--- src/rtl/mem_wb_buffer.sv ---
// mem_wb_buffer: MEM/WB pipeline register with data-memory handshake.
//   Holds the pipeline (stall) while a load/store waits for dmem_resp, and
//   extracts and extends load data. It registers one writeback record per
//   retired instruction and flags misaligned accesses and memory wait timeouts.
// Ports:
//   clk, rst (async active-low)
//   mem_valid, mem_read, mem_write, funct3, addr_lsb   - MEM-stage access info
//   rd, rd_we, wb_sel, alu_out, u_imm, pc_plus4        - writeback request
//   dmem_rdata, dmem_resp                              - data-memory response
//   stall                                              - combinational upstream hold
//   wb_valid, regf_we, regf_rd, regf_wdata             - registered writeback
//   misalign, timeout                                  - registered error flags
module mem_wb_buffer #(
  parameter int unsigned TIMEOUT = 255
) (
  input  logic        clk,
  input  logic        rst,
  input  logic        mem_valid,
  input  logic        mem_read,
  input  logic        mem_write,
  input  logic [2:0]  funct3,
  input  logic [1:0]  addr_lsb,
  input  logic [4:0]  rd,
  input  logic        rd_we,
  input  logic [1:0]  wb_sel,
  input  logic [31:0] alu_out,
  input  logic [31:0] u_imm,
  input  logic [31:0] pc_plus4,
  input  logic [31:0] dmem_rdata,
  input  logic        dmem_resp,
  output logic        stall,
  output logic        wb_valid,
  output logic        regf_we,
  output logic [4:0]  regf_rd,
  output logic [31:0] regf_wdata,
  output logic        misalign,
  output logic        timeout
);

  typedef enum logic [0:0] {
    IDLE = 1'b0,
    WAIT = 1'b1
  } state_t;

  localparam logic [7:0] TIMEOUT_C = 8'(TIMEOUT);

  state_t      state_r;
  logic [7:0]  wait_cnt_r;
  logic [7:0]  cnt_inc_s;
  logic        pending_s;
  logic        done_s;
  logic        retire_s;
  logic        misalign_s;
  logic        we_s;
  logic [31:0] load_data_s;
  logic [31:0] wdata_s;

  // Select and extend the addressed byte/halfword; undefined funct3 yields 0.
  function automatic logic [31:0] extract_load(input logic [31:0] rdata,
                                               input logic [2:0]  f3,
                                               input logic [1:0]  lsb);
    logic [7:0]  byte_v;
    logic [15:0] half_v;
    logic [31:0] res_v;
    byte_v = rdata[{lsb, 3'b000} +: 8];
    half_v = lsb[1] ? rdata[31:16] : rdata[15:0];
    case (f3)
      3'b000:  res_v = {{24{byte_v[7]}}, byte_v};
      3'b001:  res_v = {{16{half_v[15]}}, half_v};
      3'b010:  res_v = rdata;
      3'b100:  res_v = {24'h000000, byte_v};
      3'b101:  res_v = {16'h0000, half_v};
      default: res_v = 32'h0000_0000;
    endcase
    return res_v;
  endfunction

  // Halfword needs even address, word needs 4-byte alignment; undefined load
  // encodings are reported through the same flag.
  function automatic logic check_misalign(input logic       is_load,
                                          input logic [2:0] f3,
                                          input logic [1:0] lsb);
    logic bad_v;
    case (f3[1:0])
      2'b01:   bad_v = lsb[0];
      2'b10:   bad_v = (lsb != 2'b00);
      default: bad_v = 1'b0;
    endcase
    if (is_load && ((f3 == 3'b011) || (f3 == 3'b110) || (f3 == 3'b111))) begin
      bad_v = 1'b1;
    end
    return bad_v;
  endfunction

  assign pending_s = mem_valid & (mem_read | mem_write);
  // Stall depends only on inputs so it remains meaningful while in reset.
  assign stall     = pending_s & ~dmem_resp;
  assign done_s    = pending_s & dmem_resp;
  assign retire_s  = mem_valid & ~stall;
  assign cnt_inc_s = (wait_cnt_r == 8'hFF) ? 8'hFF : (wait_cnt_r + 8'd1);

  // Misalign detection, register write qualification and writeback mux.
  always_comb begin
    load_data_s = extract_load(dmem_rdata, funct3, addr_lsb);
    if (pending_s) begin
      misalign_s = check_misalign(mem_read, funct3, addr_lsb);
    end else begin
      misalign_s = 1'b0;
    end
    we_s = rd_we & (rd != 5'd0) & ~mem_write & ~misalign_s;
    case (wb_sel)
      2'b00:   wdata_s = alu_out;
      2'b01:   wdata_s = load_data_s;
      2'b10:   wdata_s = u_imm;
      2'b11:   wdata_s = pc_plus4;
      default: wdata_s = 32'h0000_0000;
    endcase
  end

  // Handshake state, wait counter and sticky timeout flag.
  always_ff @(posedge clk or negedge rst) begin
    if (!rst) begin
      state_r    <= IDLE;
      wait_cnt_r <= 8'd0;
      timeout    <= 1'b0;
    end else begin
      case (state_r)
        IDLE: begin
          wait_cnt_r <= 8'd0;
          if (stall) begin
            state_r <= WAIT;
          end
        end
        WAIT: begin
          if (done_s) begin
            state_r    <= IDLE;
            wait_cnt_r <= 8'd0;
          end else if (!dmem_resp) begin
            wait_cnt_r <= cnt_inc_s;
          end
        end
        default: begin
          state_r    <= IDLE;
          wait_cnt_r <= 8'd0;
        end
      endcase
      // timeout tracks the incremented count so it rises with the counter.
      if (done_s) begin
        timeout <= 1'b0;
      end else if ((state_r == WAIT) && !dmem_resp && (cnt_inc_s >= TIMEOUT_C)) begin
        timeout <= 1'b1;
      end
    end
  end

  // Writeback register: loaded every cycle, bubble unless an instruction retires.
  always_ff @(posedge clk or negedge rst) begin
    if (!rst) begin
      wb_valid   <= 1'b0;
      regf_we    <= 1'b0;
      regf_rd    <= 5'd0;
      regf_wdata <= 32'h0000_0000;
      misalign   <= 1'b0;
    end else if (retire_s) begin
      wb_valid   <= 1'b1;
      regf_we    <= we_s;
      regf_rd    <= rd;
      regf_wdata <= wdata_s;
      misalign   <= misalign_s;
    end else begin
      wb_valid   <= 1'b0;
      regf_we    <= 1'b0;
      regf_rd    <= 5'd0;
      regf_wdata <= 32'h0000_0000;
      misalign   <= 1'b0;
    end
  end

endmodule

--- config.mk ---
export PLATFORM = sky130hd
export DESIGN_NAME = mem_wb_buffer
export DESIGN_NICKNAME = d
export VERILOG_FILES = /design/src/rtl/mem_wb_buffer.sv
export SDC_FILE = /design/constraint.sdc
export NUM_CORES = 1
export LEC_CHECK = 0
export CORE_MARGIN = 2
export CORE_UTILIZATION = 35
export CTS_CLUSTER_SIZE = 25
export DETAILED_ROUTE_END_ITERATION = 6
export DONT_BUFFER_PORTS = 1
export GPL_TIMING_DRIVEN = 0
export PLACE_DENSITY = 0.49
export SYNTH_ARGS = -nofsm -noshare
export SYNTH_HDL_FRONTEND = slang
export SYNTH_SLANG_ARGS = --single-unit
export TNS_END_PERCENT = 20
--- constraint.sdc ---
create_clock -name clk -period 3 [get_ports clk]
set_input_delay 0.6 -clock clk [delete_from_list [all_inputs] [get_ports clk]]
set_output_delay 0.6 -clock clk [all_outputs]
set_load 0.02 [all_outputs]
==> metrics.txt <==
Seq cells post-synth=50; RePlAce Congestion=0.801; CP Max Fanout=10; H-tree depth=2; peak supply drop=167 uV; number of vias per cell=5.98; row count=35; DRT Wirelength=11.7 mm; combinational family with the most area after synthesis=compound AO/OA/AOI/OAI gates; CP max stage delay=1.22 ns; RSZ-0062 raised after global routing=false; Initial DRT Pass Iterations=4; vias in the first global route=3107; Die Wd=101 um; Max Slew Vio Count=0; Power, Total=1.45 mW; CTS resizes=0; Clock Latency Late Sink=0.31 ns; cell area after synthesis=3310 um2; ys async rst share=1.00; core region area=9200 um2; root buffer cell=clkbuf_8; Sink Count=50; sequential share of power=0.531; CTS max path bufs=2; global-route wire length before repair=17.4 mm; crit end category=flip-flop; Slew @ Worst Pin=1.48 ns; most common cell after layout, fill and taps aside=nand2_1; post-synthesis mux area share=0.0427; Pint=0.989 mW; TritonCTS Buffers=5; CP max stage cell=a222oi_1; Top Ports=189; Critical Path AT=3.04 ns; share of post-route cells with drive strength above 1=0.0829; most frequent cells in the layout=nand2_1 (65), dfrtp_1 (50), a21oi_1 (47); die span in y=101 um; Post-synth EDFFs=0; die area=10300 um2; largest net degree at the start of global routing=51; wire per inst=22.5 um; Util after Layout=0.387; r2r startpoint=wait_cnt_r[0]; Worst Path Required=3.20 ns; Combinational Power Share=0.187; synth unique cells=55; fmax=351 MHz; Min-Delay Path Class=primary input to asynchronous set/reset pin; Mapped Cells=403; remaining antenna violation count=0; Synth area leaders=dfrtp_1 (38%), nand2_1 (7.4%), a21oi_1 (7.1%); Synth Area in Simple Gates=0.194; Total Nets Final=563; critical-path cell list=inv_1 -> ha_1 -> clkbuf_1 -> and2_1 -> a222oi_1 -> buf_6 -> a21oi_2 -> o221a_1; post-synthesis compound-gate area fraction=0.320; switch share=0.316; critical setup path kind=primary input to flip-flop; post-synthesis adder-cell area fraction=0.0189; CP startpoint=funct3[0]; Clock Power Share=0.283; Main synth FF type=dfrtp_1; Seq/Total Area, Yosys=0.378; power density over the cells=406 nW/um2; synth-to-layout area growth=7.52%; share of the synthesized area in the top cell type=0.378; antenna violations before repair=0; # setup viols final=0; CTS tree=done; DRC viols=0; Worst Skew=0.00153 ns; final hold vios=0; Synth area leader=dfrtp_1; Initial Utilization=0.360; clock slew at reported path FFs=0.09 ns; Final min period=2.85 ns; antenna diode count=0; leakage=1.55 nW; period utilization=0.949; initial DRC count=117; DP HPWL=9.17 mm; status=finished, final reports clean; Avg Synthesized Cell Area=8.22 um2; maxcap violations=0; gr ovfl total=0; DR vias=3118; GRT Util Overall=0.225; yosys warns=0; Port Buffers=0; CP Launch Type=primary input; syn_nets=555; Synth Area in XOR/XNOR=0; Worst slew margin=0.0125; Switch Pwr=0.457 mW
[metrics by stage]
| stage | TNS, ns | hold WS (ns) | setup slack (ns) | cell area (um2) | cells |
|---|---|---|---|---|---|
| after floorplan | 0 | 0.304 | 0.581 | 3310 | 403 |
| after global placement | -0.456 | 0.306 | -0.0600 | 3450 | 514 |
| after detailed placement | -1.17 | 0.306 | -0.118 | 3450 | 514 |
| after CTS | 0 | 0.148 | 0.209 | 3560 | 521 |
| after global routing | 0 | 0.129 | 0.118 | 3560 | 521 |
| final | 0 | 0.126 | 0.154 | 3560 | 521 |
[repair_timing]
action / CTS / global route
hold buffers: 1 / 0
buffers inserted: 0 / 0
endpoints found under the hold margin: 50 / 0
[worst paths after layout]
path | endpoint | slack, ns | cells after the start
worst max-delay path | regf_wdata[20] | 0.15 | 8
worst min-delay path | timeout | 0.13 | 1
worst max register to register | wait_cnt_r[3] | 1.54 | 5
worst min register to register | wait_cnt_r[1] | 0.53 | 1
max in group asynchronous | regf_wdata[7] | 2.61 | 1
min in group clk | regf_wdata[4] | 0.42 | 2
[final cells by class]
class	count	area [um2]
plain buffers	30	121
clock buffers	6	82.6
fillers	989	5640
inverters	8	30.0
multi-input cells	315	1910
flip-flops and latches	50	1250
well taps	111	139
repair buffers	1	27.5
[metal layers]
layer | vias up | GRT usage | routed length [um]
li1 | 1494 | - | -
met1 | 1485 | 0.294 | 5100
met2 | 134 | 0.371 | 5620
met3 | 5 | 0.0676 | 926
met4 | 0 | 0.0426 | 82
met5 | - | 0 | 0
[critical path: cells and delay by family]
kind / cells / cell delay (ns)
AND/OR/NAND/NOR: 1 / 0.22
AO/OA/AOI/OAI: 3 / 1.53
adder cells (fa/ha/maj): 1 / 0.18
buffers and inverters: 3 / 0.49
[sequential cells by signal, indices dropped and copies added (netlist names), named ones only]
name and count:
timeout 1, regf_we 1, misalign 1, wait_cnt_r 8, regf_wdata 32, wb_valid 1, regf_rd 5
[power by group through the flow]
stage               combinational [mW]  clock (mW)  sequential (mW)
floorplan                        0.191           0            0.775
global placement                 0.248           0            0.782
detailed placement               0.254           0            0.781
CTS                              0.273       0.418            0.768
global route                     0.305       0.451            0.771
finish                           0.270       0.409            0.767
[synth_stat cells, types with 3 or more instances]
cell	count
ha_1	5
o221a_2	15
a31oi_1	3
clkbuf_1	26
a221oi_1	3
nand3_1	5
nor2b_1	3
nor3_1	5
mux2i_1	7
a21boi_0	10
mux2_2	5
a21o_1	3
o22ai_1	4
nand2b_1	5
nor2_1	31
o31ai_1	8
and3_1	11
inv_1	7
and2_1	6
nand2_1	65
o21ai_0	28
dfrtp_1	50
a211oi_1	4
o221ai_1	5
a21oi_1	47
a2bb2oi_1	5
[cell families after synthesis]
| family | after synthesis |
|---|---|
| AO/OA/AOI/OAI | 155 |
| adder cells (fa/ha/maj) | 5 |
| buffers and inverters | 38 |
| flip-flops | 50 |
| multiplexers | 13 |
| AND/OR/NAND/NOR | 142 |
Power figures use the tool's default switching activity.
